File: config.mk
export PLATFORM = sky130hd
export DESIGN_NAME = flit_replay_scheduler_flat
export DESIGN_NICKNAME = d
export VERILOG_FILES = /design/src/rtl/flit_replay_scheduler_pkg.sv /design/src/rtl/flit_replay_scheduler_if.sv /design/src/rtl/flit_replay_scheduler_replay_num_tracker.sv /design/src/rtl/flit_replay_scheduler.sv /design/src/flat_wrapper.sv
export SDC_FILE = /design/constraint.sdc
export NUM_CORES = 1
export LEC_CHECK = 0
export ABC_AREA = 1
export CORE_ASPECT_RATIO = 2
export CORE_MARGIN = 10
export CORE_UTILIZATION = 30
export DETAILED_ROUTE_END_ITERATION = 7
export GPL_TIMING_DRIVEN = 0
export PLACE_DENSITY = 0.64
export SYNTH_ARGS = -nofsm -noshare
export SYNTH_HDL_FRONTEND = slang
export SYNTH_HIERARCHICAL = 1
export SYNTH_SLANG_ARGS = --single-unit
File: constraint.sdc
create_clock -name clk -period 3.3 [get_ports clk]
set_input_delay 0.66 -clock clk [delete_from_list [all_inputs] [get_ports clk]]
set_output_delay 0.66 -clock clk [all_outputs]
set_load 0.01 [all_outputs]
File: src/rtl/flit_replay_scheduler_pkg.sv
// ============================================================================
// Module      : flit_replay_pkg
// Description : Shared types and widths for the flit replay scheduler.
// Revision    : 1.0 - initial release
// ============================================================================
`default_nettype none

package flit_replay_pkg;

    localparam int TIMEOUT_CNT_W = 11;
    localparam int REPLAY_NUM_W  = 2;

    typedef enum logic [1:0] {
        IDLE    = 2'd0,
        REQ     = 2'd1,
        REPLAY  = 2'd2,
        RETRAIN = 2'd3
    } replay_state_e;

endpackage

`default_nettype wire

File: src/rtl/flit_replay_scheduler_if.sv
// ============================================================================
// Module      : flit_replay_scheduler_if
// Description : Handshake bundle between link layer and the replay scheduler.
// Revision    : 1.0 - initial release
// ============================================================================
`default_nettype none

interface flit_replay_scheduler_if #(
    parameter int PTR_W = 8
);
    import flit_replay_pkg::*;

    logic                     ack;
    logic                     nak;
    logic [TIMEOUT_CNT_W-1:0] timeout_count;
    logic                     retry_buf_not_empty;
    logic [PTR_W:0]           retry_buf_occupancy;
    logic                     tx_grant;
    logic                     flit_sent;
    logic                     retrain_done;
    logic                     replay_req;
    logic                     replay_active;
    logic [PTR_W-1:0]         replay_rd_idx;
    logic                     timeout_clr;
    logic [REPLAY_NUM_W-1:0]  replay_num;
    logic                     retrain_req;

    // Link-layer side: drives events, observes scheduler decisions
    modport master (
        output ack, nak, timeout_count, retry_buf_not_empty, retry_buf_occupancy,
               tx_grant, flit_sent, retrain_done,
        input  replay_req, replay_active, replay_rd_idx, timeout_clr,
               replay_num, retrain_req
    );

    modport slave (
        input  ack, nak, timeout_count, retry_buf_not_empty, retry_buf_occupancy,
               tx_grant, flit_sent, retrain_done,
        output replay_req, replay_active, replay_rd_idx, timeout_clr,
               replay_num, retrain_req
    );

endinterface

`default_nettype wire

File: src/rtl/flit_replay_scheduler_replay_num_tracker.sv
// ============================================================================
// Module      : replay_num_tracker
// Description : Saturating consecutive-replay counter with clear and terminal flag.
// Revision    : 1.0 - initial release
// ============================================================================
`default_nettype none

module replay_num_tracker
    import flit_replay_pkg::*;
#(
    parameter logic [REPLAY_NUM_W-1:0] MAX_REPLAY = 2'd3
) (
    input  wire logic                    clk,
    input  wire logic                    rst_n,
    input  wire logic                    i_clr,
    input  wire logic                    i_inc,
    output logic      [REPLAY_NUM_W-1:0] o_num,
    output logic                         o_terminal
);

    logic [REPLAY_NUM_W-1:0] r_num;

    // Clear takes effect before increment, so a same-cycle pair lands on 1
    always_ff @(posedge clk or negedge rst_n) begin
        if (!rst_n) begin
            r_num <= '0;
        end else if (i_clr && i_inc) begin
            r_num <= REPLAY_NUM_W'(1);
        end else if (i_clr) begin
            r_num <= '0;
        end else if (i_inc && (r_num != MAX_REPLAY)) begin
            r_num <= r_num + REPLAY_NUM_W'(1);
        end
    end

    assign o_num      = r_num;
    assign o_terminal = (r_num == MAX_REPLAY);

endmodule

`default_nettype wire

File: src/rtl/flit_replay_scheduler.sv
// ============================================================================
// Module      : flit_replay_scheduler
// Description : Flit-mode TX replay sequencer with retrain escalation.
// Revision    : 1.0 - initial release
// ============================================================================
`default_nettype none

module flit_replay_scheduler
    import flit_replay_pkg::*;
#(
    parameter int                          PTR_W          = 8,
    parameter logic [TIMEOUT_CNT_W-1:0]    TIMEOUT_THRESH = 11'd384,
    parameter logic [REPLAY_NUM_W-1:0]     MAX_REPLAY     = 2'd3
) (
    input  wire logic               clk,
    input  wire logic               rst_n,
    flit_replay_scheduler_if.slave  bus_if
);

    replay_state_e           r_state;
    replay_state_e           w_state_nxt;
    logic                    r_replay_req;
    logic                    w_replay_req_nxt;
    logic                    r_replay_active;
    logic                    w_replay_active_nxt;
    logic                    r_timeout_clr;
    logic                    w_timeout_clr_nxt;
    logic                    r_retrain_req;
    logic                    w_retrain_req_nxt;
    logic [PTR_W-1:0]        r_rd_idx;
    logic [PTR_W-1:0]        w_rd_idx_nxt;
    logic [PTR_W:0]          r_replay_len;
    logic [PTR_W:0]          w_replay_len_nxt;

    logic                    w_trig;
    logic                    w_occ_zero;
    logic                    w_escalate;
    logic                    w_num_clr;
    logic                    w_num_inc;
    logic                    w_num_terminal;
    logic [REPLAY_NUM_W-1:0] w_num;
    logic [PTR_W:0]          w_last_idx;

    assign w_trig     = bus_if.nak ||
                        (bus_if.retry_buf_not_empty && (bus_if.timeout_count >= TIMEOUT_THRESH));
    assign w_occ_zero = (bus_if.retry_buf_occupancy == '0);
    // A same-cycle ack resets progress first, so it also cancels escalation
    assign w_escalate = (r_state == IDLE) && w_trig && !w_occ_zero &&
                        !bus_if.ack && w_num_terminal;
    assign w_num_inc  = (r_state == IDLE) && w_trig && !w_occ_zero && !w_escalate;
    assign w_num_clr  = ((r_state != RETRAIN) && bus_if.ack) ||
                        ((r_state == RETRAIN) && bus_if.retrain_done);
    assign w_last_idx = r_replay_len - (PTR_W+1)'(1);

    replay_num_tracker #(
        .MAX_REPLAY (MAX_REPLAY)
    ) u_num (
        .clk        (clk),
        .rst_n      (rst_n),
        .i_clr      (w_num_clr),
        .i_inc      (w_num_inc),
        .o_num      (w_num),
        .o_terminal (w_num_terminal)
    );

    always_ff @(posedge clk or negedge rst_n) begin
        if (!rst_n) begin
            r_state         <= IDLE;
            r_replay_req    <= 1'b0;
            r_replay_active <= 1'b0;
            r_timeout_clr   <= 1'b0;
            r_retrain_req   <= 1'b0;
            r_rd_idx        <= '0;
            r_replay_len    <= '0;
        end else begin
            r_state         <= w_state_nxt;
            r_replay_req    <= w_replay_req_nxt;
            r_replay_active <= w_replay_active_nxt;
            r_timeout_clr   <= w_timeout_clr_nxt;
            r_retrain_req   <= w_retrain_req_nxt;
            r_rd_idx        <= w_rd_idx_nxt;
            r_replay_len    <= w_replay_len_nxt;
        end
    end

    always_comb begin
        w_state_nxt         = r_state;
        w_replay_req_nxt    = r_replay_req;
        w_replay_active_nxt = r_replay_active;
        w_timeout_clr_nxt   = 1'b0;
        w_retrain_req_nxt   = r_retrain_req;
        w_rd_idx_nxt        = r_rd_idx;
        w_replay_len_nxt    = r_replay_len;

        case (r_state)
            IDLE: begin
                if (w_trig) begin
                    w_timeout_clr_nxt = 1'b1;
                    if (w_escalate) begin
                        w_state_nxt       = RETRAIN;
                        w_retrain_req_nxt = 1'b1;
                    end else if (!w_occ_zero) begin
                        w_state_nxt      = REQ;
                        w_replay_req_nxt = 1'b1;
                        w_replay_len_nxt = bus_if.retry_buf_occupancy;
                        w_rd_idx_nxt     = '0;
                    end
                end
            end
            REQ: begin
                if (bus_if.tx_grant) begin
                    w_state_nxt         = REPLAY;
                    w_replay_req_nxt    = 1'b0;
                    w_replay_active_nxt = 1'b1;
                end
            end
            REPLAY: begin
                // Full-buffer replays wrap the index only on the final flit
                if (bus_if.flit_sent) begin
                    if ({1'b0, r_rd_idx} == w_last_idx) begin
                        w_state_nxt         = IDLE;
                        w_replay_active_nxt = 1'b0;
                        w_rd_idx_nxt        = '0;
                    end else begin
                        w_rd_idx_nxt = r_rd_idx + PTR_W'(1);
                    end
                end
            end
            RETRAIN: begin
                if (bus_if.retrain_done) begin
                    w_state_nxt       = IDLE;
                    w_retrain_req_nxt = 1'b0;
                    w_timeout_clr_nxt = 1'b1;
                end
            end
            default: begin
                w_state_nxt = IDLE;
            end
        endcase
    end

    assign bus_if.replay_req    = r_replay_req;
    assign bus_if.replay_active = r_replay_active;
    assign bus_if.replay_rd_idx = r_rd_idx;
    assign bus_if.timeout_clr   = r_timeout_clr;
    assign bus_if.replay_num    = w_num;
    assign bus_if.retrain_req   = r_retrain_req;

endmodule

`default_nettype wire

File: src/flat_wrapper.sv
// flat-port wrapper written by rule: the top's interface ports become plain ports
module flit_replay_scheduler_flat import flit_replay_pkg::*;
#(
    parameter int                          PTR_W          = 8,
    parameter logic [TIMEOUT_CNT_W-1:0]    TIMEOUT_THRESH = 11'd384,
    parameter logic [REPLAY_NUM_W-1:0]     MAX_REPLAY     = 2'd3
)
  (clk, rst_n, bus_if_ack, bus_if_nak, bus_if_timeout_count, bus_if_retry_buf_not_empty, bus_if_retry_buf_occupancy, bus_if_tx_grant, bus_if_flit_sent, bus_if_retrain_done, bus_if_replay_req, bus_if_replay_active, bus_if_replay_rd_idx, bus_if_timeout_clr, bus_if_replay_num, bus_if_retrain_req);
  flit_replay_scheduler_if #(.PTR_W(PTR_W)) bus_if_i ();
  input  wire logic clk;
  input  wire logic rst_n;
  input wire logic [$bits(bus_if_i.ack)-1:0] bus_if_ack;
  input wire logic [$bits(bus_if_i.nak)-1:0] bus_if_nak;
  input wire logic [$bits(bus_if_i.timeout_count)-1:0] bus_if_timeout_count;
  input wire logic [$bits(bus_if_i.retry_buf_not_empty)-1:0] bus_if_retry_buf_not_empty;
  input wire logic [$bits(bus_if_i.retry_buf_occupancy)-1:0] bus_if_retry_buf_occupancy;
  input wire logic [$bits(bus_if_i.tx_grant)-1:0] bus_if_tx_grant;
  input wire logic [$bits(bus_if_i.flit_sent)-1:0] bus_if_flit_sent;
  input wire logic [$bits(bus_if_i.retrain_done)-1:0] bus_if_retrain_done;
  output wire logic [$bits(bus_if_i.replay_req)-1:0] bus_if_replay_req;
  output wire logic [$bits(bus_if_i.replay_active)-1:0] bus_if_replay_active;
  output wire logic [$bits(bus_if_i.replay_rd_idx)-1:0] bus_if_replay_rd_idx;
  output wire logic [$bits(bus_if_i.timeout_clr)-1:0] bus_if_timeout_clr;
  output wire logic [$bits(bus_if_i.replay_num)-1:0] bus_if_replay_num;
  output wire logic [$bits(bus_if_i.retrain_req)-1:0] bus_if_retrain_req;
  assign bus_if_i.ack = bus_if_ack;
  assign bus_if_i.nak = bus_if_nak;
  assign bus_if_i.timeout_count = bus_if_timeout_count;
  assign bus_if_i.retry_buf_not_empty = bus_if_retry_buf_not_empty;
  assign bus_if_i.retry_buf_occupancy = bus_if_retry_buf_occupancy;
  assign bus_if_i.tx_grant = bus_if_tx_grant;
  assign bus_if_i.flit_sent = bus_if_flit_sent;
  assign bus_if_i.retrain_done = bus_if_retrain_done;
  assign bus_if_replay_req = bus_if_i.replay_req;
  assign bus_if_replay_active = bus_if_i.replay_active;
  assign bus_if_replay_rd_idx = bus_if_i.replay_rd_idx;
  assign bus_if_timeout_clr = bus_if_i.timeout_clr;
  assign bus_if_replay_num = bus_if_i.replay_num;
  assign bus_if_retrain_req = bus_if_i.retrain_req;
  flit_replay_scheduler #(.PTR_W(PTR_W), .TIMEOUT_THRESH(TIMEOUT_THRESH), .MAX_REPLAY(MAX_REPLAY)) u_core (.clk(clk), .rst_n(rst_n), .bus_if(bus_if_i));
endmodule
### After elaboration in Yosys (flattened, before gate mapping)

Cells that the tools add are included.

| word-level totals | value |
|---|---|
| logic and storage cells | 91 |
| bits of input ports | 28 |
| memories kept | 0 |
| flip-flop bits (word level) | 25 |
| RAM bits | 0 |
| latch bits | 0 |
| memory bits (read-only) | 0 |
| output and inout port bits | 14 |

| operators by class | value |
|---|---|
| bitwise operators | 2 |
| divide/modulo/power cells | 0 |
| equal/unequal tests | 16 |
| order comparisons | 1 |
| multiplexer cells | 33 |
| shifts and indexed selects | 0 |
| multiply operators | 0 |
| $add $sub $neg | 3 |
| reduce and logical (&&, ||, !) cells | 28 |

Operators by type and width:

| cell | count |
|---|---|
| $mux W8 | 5 |
| $mux W2 | 10 |
| $pmux W8 S2 | 1 |
| $ne A2 B2 Y1 const B | 7 |
| $mux W1 | 12 |
| $reduce_and A4 Y1 | 3 |
| $ge A11 B9 Y1 const B | 1 |
| $logic_and A1 B1 Y1 | 10 |
| $reduce_and A5 Y1 | 2 |
| $eq A8 B9 Y1 | 1 |
| $logic_not A9 Y1 | 1 |
| $sub A9 B1 Y9 const B | 1 |
| $add A8 B1 Y8 const B | 1 |
| $pmux W1 S2 | 4 |
| $pmux W2 S4 | 1 |
| $reduce_bool A2 Y1 | 4 |
| $eq A2 B2 Y1 const B | 3 |
| $ne A2 B1 Y1 const B | 3 |
| $reduce_and A6 Y1 | 1 |
| $logic_not A1 Y1 | 3 |
| $ne A3 B3 Y1 const B | 1 |
| $reduce_bool A3 Y1 | 1 |
| $add A2 B1 Y2 const B | 1 |
| $eq A2 B1 Y1 const B | 1 |
| 3 further kinds | 5 |

### Logic depth before layout (Yosys ltp)

| depth | value |
|---|---|
| depth in word-level cells | 13 |
| mapped depth | 14 |
| mapped depth without buffers | 14 |

### Hierarchy

The synthesis kept the hierarchy.

Modules (own cells, without submodules):

| module | times used | seq. area each (um2) | area each (um2) | cells an instance |
|---|---|---|---|---|
| flit_replay_scheduler | 1 | 575.6 | 1662.8 | 237 |
| replay_num_tracker | 1 | 50.0 | 108.9 | 13 |

### Worst setup path before layout

Ideal clock, no wire load.

| timing | value |
|---|---|
| kind | input -> register |
| start | input port bus_if_timeout_count[8] |
| end | register u_core.r_state[0] |
| path buffers | 0 |
| stages on the path | 9 |
| setup time | 117 ps |
| arrival | 1543 ps |
| required time | 3183 ps |
| path slack | 1641 ps |
| path through | nand2_1 > nand2_1 > a21o_1 > nand2_1 > nand2_1 > nor3b_1 > nand2_2 > nand2_1 > nand2_1 |

| between the ends | value |
|---|---|
| cells in the longest elaborated chain, start to end | 10 |
| elaborated cells between the ends (all ways) | 13 |
| those cells by class | order compare: 1; eq/ne: 2; mux: 3; reduce/logical: 7 |

Ends and longest elaborated chain:

| what | line | source |
|---|---|---|
| start: declaration | flat_wrapper.sv:14 | `input wire logic [$bits(bus_if_i.timeout_count)-1:0] bus_if_timeout_count;` |
| $ge A11 B9 Y1 * | flit_replay_scheduler.sv:45 | `(bus_if.retry_buf_not_empty && (bus_if.timeout_count >= TIMEOUT_THRESH));` |
| $logic_and A1 B1 Y1 * | flit_replay_scheduler.sv:45 |  |
| $logic_or A1 B1 Y1 * | flit_replay_scheduler.sv:44 | `assign w_trig = bus_if.nak \|\|` |
| $logic_and A1 B1 Y1 (3 in a row) | flit_replay_scheduler.sv:48 | `assign w_escalate = (r_state == IDLE) && w_trig && !w_occ_zero &&` |
| $logic_and A1 B1 Y1 | flit_replay_scheduler.sv:49 | `!bus_if.ack && w_num_terminal;` |
| $mux W2 | flit_replay_scheduler.sv:99 | `if (w_escalate) begin` |
| $mux W2 | flit_replay_scheduler.sv:97 | `if (w_trig) begin` |
| $pmux W2 S4 | flit_replay_scheduler.sv:95 | `case (r_state)` |
| end signal: assignment | flit_replay_scheduler.sv:76 | `r_state <= w_state_nxt;` |
| end: declaration | flit_replay_scheduler.sv:20 | `replay_state_e r_state;` |

Every way passes the cells marked *; elsewhere a longest branch is shown, timed or not. The select of a mux whose other input is x is not followed.
A chain may end at the register's enable or synchronous reset.

### Worst setup path in the final report

| timing | value |
|---|---|
| start | input port bus_if_timeout_count[8] |
| end | register u_core.r_rd_idx[1], in the netlist u_core/bus_if.replay_rd_idx[1] |

| between the ends | value |
|---|---|
| cells in the longest elaborated chain, start to end | 9 |
| elaborated cells between the ends (all ways) | 10 |
| those cells by class | order compare: 1; eq/ne: 2; reduce/logical: 7 |

Ends and longest elaborated chain:

| what | line | source |
|---|---|---|
| $ge A11 B9 Y1 * | flit_replay_scheduler.sv:45 |  |
| $logic_and A1 B1 Y1 * | flit_replay_scheduler.sv:45 |  |
| $logic_or A1 B1 Y1 * | flit_replay_scheduler.sv:44 |  |
| $logic_and A1 B1 Y1 (3 in a row) | flit_replay_scheduler.sv:48 |  |
| $logic_and A1 B1 Y1 | flit_replay_scheduler.sv:49 |  |
| $ne A2 B2 Y1 (no source line) | -- |  |
| $reduce_and A5 Y1 (no source line) * | -- |  |
| end signal: assignment | flit_replay_scheduler.sv:81 | `r_rd_idx <= w_rd_idx_nxt;` |
| end: declaration | flit_replay_scheduler.sv:30 | `logic [PTR_W-1:0] r_rd_idx;` |

Every way passes the cells marked *; elsewhere a longest branch is shown, timed or not.

==> impl_metrics.toml <==
[cells_and_area]
diodes = 0
drive_above_1_share_pct = 12.2
syn2layout_area_growth_pct = 28.0
regArea_um2 = 626
final_common_cell = "nand2_1"
multiInputGateArea_um2 = 991
fin_nets = 325
n_fill_cell = 616
final_cell_mix = "nand2_1 (83), clkdlybuf4s50_1 (34), inv_1 (26), dfrtp_1 (25), nand3_1 (16)"

[die]
core_um2 = 5710
die_area_um2 = 9570
io_pins = 42
start_util_pct = 31.0
rows = 39
fp.dieH_um = 129
die_w_um = 74.3

[yosys]
postSynthAreaPerCell_um2 = 7.09
syn_nets = 286
synth_area_leaders = "dfrtp_1 (35%), nand2_1 (18%), ha_1 (5.6%), inv_1 (5.5%), nand3_1 (4.5%)"
synth_edf_count = 0
netlist_area_um2 = 1770
muxShareOfSynthArea_pct = 0
synth_top_area_cell = "dfrtp_1"
synth_cell_types = 31
synthFlopType = "dfrtp_1"
synthSimpleGateAreaFrac_pct = 39.2
synth_top_area_share_pct = 35.3
syn_inst = 250
yosys_warnings = 6
synth-seq-cells = 25
synthArstFlopShare_pct = 100
synth_seq_area_share_pct = 35.3
synth_xor_area_share_pct = 4.94
synth_compound_area_share_pct = 6.14
synth_fa_ha_area_share_pct = 5.65
synth_top_family_by_area = "simple AND/OR/NAND/NOR gates"

[min_path]
hold_path_class = "register to register"

[clocking]
path_clk_slew_ps = 70
cts_setup_buffers = 0
cts-resized-gates = 0
cts_buffers = 3
hold_buffers = 0
htreeDepth = 1
clock_latency_ps = 260
clock_sink_count = 25
cts_root_buf = "clkbuf_16"
clock_path_buffers = 2
cts_tree = "done"

[detailed_routing]
drc_errors = 0
routed_wl_um = 4630
wl_per_cell_um = 13.3
ant_nets = 0
vias = 1684
dr.pass1.iters = 4
first_iter_violations = 71
viasPerCell = 4.83

[global_route]
grt_overflow = 0
grt_util_all_layers_pct = 9.96
grt_max_degree = 26
grt_pass1_vias = 1718
grt_first_pass_wirelength_um = 7650
grt_antenna_before_repair = 0

[place]
io_buffers = 34
hpwl_um = 3750
place.gp.congestion = 0.834

[power]
power_switching_uw = 772
p_seq_share_pct = 30.6
swShare_pct = 45.0
p_total_mw = 1.72
pwr_density_cell_nw_per_um2 = 757
p_int_uw = 943
clkPwrFrac_pct = 16.1
comb_power_share_pct = 53.3
p_leak_nw = 1.14
irDropWorstVdd_v = 0.000393

[timing]
max_slew.worst_pin.slew_ps = 1230
fin_tns_setup_ps = 0
fin_crit_sh_pct = 61.2
setup_viol = 0
finalHoldViolCount = 0
rsz0062_at_grt = "false"
finalCriticalPeriod_ps = 2020
fin_skew_ps = 2.39
slew_headroom_pct = 18.0
drv_slew = 0
max_freq_mhz = 495

[worst_setup_path]
end_kind = "register"
crit_required_ps = 3450
start_kind = "primary input"
critical_path_class = "primary input to register"
worstPathMaxFanout = 9
rrSetupSlack_ps = 1390
cp.arrival_ps = 2170

[flow_run]
maxCapViolCount = 0

[run_status]
run_status = "completed"
[cells in the mapped netlist (all sizes together) (2+ instances only)]
library cell	instances
a21oi	3
buf	2
clkinv	2
dfrtp	25
ha	8
inv	36
nand2	91
nand3	18
nand4	9
nor2	23
nor3	2
o21ai	13
o21bai	2
or2	2
xnor2	3
xor2	7
[critical path, stage by stage]
cell	delay, ps
clkdlybuf4s50_1	450
nand2_1	50
nand2_1	60
a21o_1	190
nand2_1	80
nand2_1	100
nand2_1	100
nor2_4	230
inv_2	130
nand2_1	70
o21ai_1	60
[layer usage]
layer | global-route usage, % | vias up | part of all wire (%)
met5 | 0 | - | 0
met4 | 4.76 | 0 | 2.3
met3 | 1.62 | 6 | 4.0
met2 | 19.1 | 27 | 57
met1 | 9.63 | 790 | 36
li1 | - | 861 | -
[kinds of logic after synthesis]
logic type,after synthesis
AO/OA/AOI/OAI,20
adder cells (fa/ha/maj),8
XOR/XNOR,10
AND/OR/NAND/NOR,147
buffers and inverters,40
flip-flops,25
[power by group through the flow]
stage / Clock [mW] / Combinational [mW] / Sequential [mW]
4_1_cts: 0.283 / 0.923 / 0.529
5_1_grt: 0.291 / 1.05 / 0.541
3_5_place_dp: 0 / 0.919 / 0.532
6_report: 0.276 / 0.915 / 0.525
3_3_place_gp: 0 / 0.902 / 0.530
2_1_floorplan: 0 / 0.654 / 0.516
[metrics by stage]
stage,utilization (%),instance area [um2],hold slack (ps),setup slack [ps],instances
finish,39.7,2270,478,1280,349
global route,39.7,2270,509,1120,349
CTS,39.7,2270,486,1260,349
detailed placement,38.3,2190,469,999,345
global placement,38.3,2190,466,1000,345
floorplan,-,1770,364,1640,250
[final timing paths]
| kind | start | to | depth (start not counted) |
|---|---|---|---|
| max | bus_if_timeout_count[8] | u_core/bus_if.replay_rd_idx[1] | 11 |
| min | u_core/bus_if.replay_active | u_core/bus_if.replay_active | 2 |
| max reg2reg | u_core/r_replay_len[0] | u_core/r_state[1] | 13 |
| min reg2reg | u_core/bus_if.replay_active | u_core/bus_if.replay_active | 2 |
| max in group asynchronous | rst_n | u_core/r_replay_len[3] | 1 |
| min in group asynchronous | rst_n | u_core/bus_if.replay_rd_idx[2] | 1 |
[final cells by class]
| class | count | area share [%] |
|---|---|---|
| flip-flops and latches | 25 | 27.6 |
| inverters | 38 | 6.29 |
| well taps | 61 | 3.37 |
| repair buffers | 34 | 15.0 |
| multi-input cells | 185 | 43.7 |
| plain buffers | 2 | 0.552 |
| clock buffers | 4 | 3.48 |
[flip-flops by register name, indices dropped and copies added (netlist names)]
signal                       flops
u_core/bus_if.replay_active      1
u_core/bus_if.replay_rd_idx      8
u_core/bus_if.replay_req         1
u_core/bus_if.retrain_req        1
u_core/bus_if.timeout_clr        1
u_core/r_replay_len              9
u_core/r_state                   2
u_core/u_num/o_num               2
Power figures use the tool's default switching activity.
==> RTL edit, RTL diff (same flow settings) <==
The package constant `REPLAY_NUM_W` goes from 2 to 4.
--- a/src/rtl/flit_replay_scheduler_pkg.sv
+++ b/src/rtl/flit_replay_scheduler_pkg.sv
@@ -8,7 +8,7 @@
 package flit_replay_pkg;
 
     localparam int TIMEOUT_CNT_W = 11;
-    localparam int REPLAY_NUM_W  = 2;
+    localparam int REPLAY_NUM_W  = 4;
 
     typedef enum logic [1:0] {
         IDLE    = 2'd0,
Interface: changed (resized bus_if_replay_num); port bits go from 42 to 44. The function was not compared with the original's and may differ.
==> RTL edit against the unedited design <==
Sequential share of layout area up 0.30 points. First-iteration DRC count down 4.2%. Setup slack worse by 94 ps. Sequential cell count up 2. Cell count up 12%. Power up 3.5%. Synthesized cell count up 6.8%. Routed wire length up 6.0%. Cell area up 6.8%. Synthesized area up 6.1%. Clock power up 1%. Via count up 4.4%. Critical path type unchanged. Critical endpoint is now u_core/u_num/o_num[3].
==> RTL edit: results (changes against the unedited design) <==
GRT
  – Total GRT Usage: 9.68% (-0.28 points)
  – First-pass GRT wire length: 8090 um (+5.8%)
  – Initial antenna violation count: 0 (unchanged)
  – Met2 usage in global routing: 19.7% (+0.64 points)
  – Pin count of the biggest net entering global routing: 28 (+7.7%)
  – Number of global-route vias before repair: 1,772 (+3.1%)
  – Grt met3 use: 1.37% (-0.25 points)
  – M1 GR Usage: 8.55% (-1.1 points)

Critical path
  – Worst flop-to-flop path startpoint: u_core/r_replay_len[0]
  – Critical Path AT: 2280 ps (+110 ps)
  – R2R depth: 13 (unchanged)
  – Worst-path fanout max: 14 (+5)
  – Worst setup path endpoint: u_core/u_num/o_num[3]
  – Launch point of the worst path: bus_if_timeout_count[8]

Logic synthesis
  – Net count of the mapped netlist: 303 (+5.9%)
  – Compound-Gate Fraction of Synth Area: 6.13% (-0.019 points)
  – Library cells used by synthesis: 32 (+3.2%)
  – Main area contributors after synthesis: dfrtp_1 (36%), nand2_1 (18%), inv_1 (5.4%), ha_1 (5.3%), nand3_1 (4.5%)
  – Share of the yosys chip area belonging to registers: 36.0% (+0.64 points)
  – XOR/XNOR Fraction of Synth Area: 4.66% (-0.28 points)
  – Synth top cells by count: nand2_1 (92), dfrtp_1 (27), inv_1 (27)
  – Post-synthesis mux area share: 0% (unchanged)
  – Synth Warn #: 6 (unchanged)
  – Synth Area in Adders: 5.33% (-0.32 points)
  – Synth async-reset ratio: 100% (unchanged)

Placement
  – DP HPWL: 4060 um (+8.1%)
  – Routability cong.: 0.845 (+1.3%)
  – # port buffers: 36 (+5.9%)
  – Setup WS pre-CTS: 905 ps (-93.3 ps)

STA
  – Slew HR: 58.4% (+40 points)
  – Skew final: 10.6 ps (+8.24 ps)
  – Max Fclk: 0.473 GHz (-4.5%)

Route
  – First-pass iteration count of the detailed router: 4 (unchanged)
  – Max Used Layer: met4
  – Wire length on met3: 136 um (-26%)
  – Via/cell ratio: 4.50 (-6.8%)
  – Met1 Wirelength: 1740 um (+3.6%)
  – Iter 0 DRT Violations: 68 (-4.2%)
  – Met2 WL: 2920 um (+9.8%)
  – Final wirelength: 4910 um (+6.0%)

Hold path
  – Hold Crit Class: input pin to async pin

CTS
  – Post_cts resized: 0 (unchanged)
  – Clk root buf: clkbuf_16
  – Later-pin clock latency in the skew report: 260 ps (about the same)
  – Clk buf depth: 2 (unchanged)
  – H-Tree Depth: 1 (unchanged)
  – Total CTS buffers: 3 (unchanged)
  – Post-CTS Setup Repair Bufs: 0 (unchanged)
  – Clock-pin slew on the worst setup and hold paths: 70 ps (about the same)

Finish
  – FILL cells: 637 (+3.4%)
  – Nets: 344 (+5.8%)
  – ANT cells: 0 (unchanged)
  – Share of post-route cells with drive strength above 1: 11.4% (-0.75 points)
  – Largest register FFs: 9 (unchanged)

Outcome
  – Status: finished clean

Power
  – Max VDD drop: 0.265 mV (-33%)
  – P_leak: 1.21 nW (+5.7%)
RTL edit: cell count changes after synthesis:
cell and change:
o21ai_1 -1, nand2_1 +9, nand2_2 -1, dfrtp_1 +2
nor2_1 +5, inv_1 +1, o21ai_0 +1, inv_2 -1
nand3_1 +1, a31oi_1 +1
RTL edit: area by class of cell:
type                            count  area (um2)  share of cell area, %
Inverter                           38         143                   5.89
Sequential cell                    27         676                   27.9
Timing Repair Buffer               36         355                   14.7
Clock inverter                      1        7.51                  0.310
Clock buffer                        3        75.1                   3.10
Multi-Input combinational cell    200        1050                   43.3
Tap cell                           84         105                   4.34
Buffer                              2        12.5                  0.517
RTL edit: critical path, cell delays in order:
cell and delay, ps:
clkdlybuf4s50_1 450, nand2_1 50, nand2_1 60, a21o_1 170
nand3_1 140, inv_2 70, nand2_1 90, inv_2 200
nand2_1 80, nor2_1 130, nand2_1 60, nand2_1 60
nor2_1 40
RTL edit: stage by stage:
| stage | total power (W) | instance area (um2) | cells |
|---|---|---|---|
| after floorplan | 0.00121 | 1880 | 267 |
| after global placement | 0.00148 | 2340 | 387 |
| after detailed placement | 0.00150 | 2340 | 387 |
| after CTS | 0.00179 | 2430 | 391 |
| after global routing | 0.00194 | 2420 | 391 |
| final | 0.00178 | 2420 | 391 |
RTL edit: report_power, final:
part	switching [W]	internal, W
clock network	0.000115	0.000165
registers	0.000118	0.000436
logic	0.000571	0.000371
total	0.000805	0.000972
RTL edit: how the worst min path moves through the flow:
stage	endpoint	slack, ps	cells past startpoint
after detailed placement	u_core/bus_if.replay_active	480	2
after CTS	u_core/bus_if.replay_active	500	2
after global placement	u_core/bus_if.replay_active	460	2
after floorplan	u_core/bus_if.replay_active	360	0
after global routing	u_core/r_state[0]	460	1
final	u_core/bus_if.timeout_clr	410	1
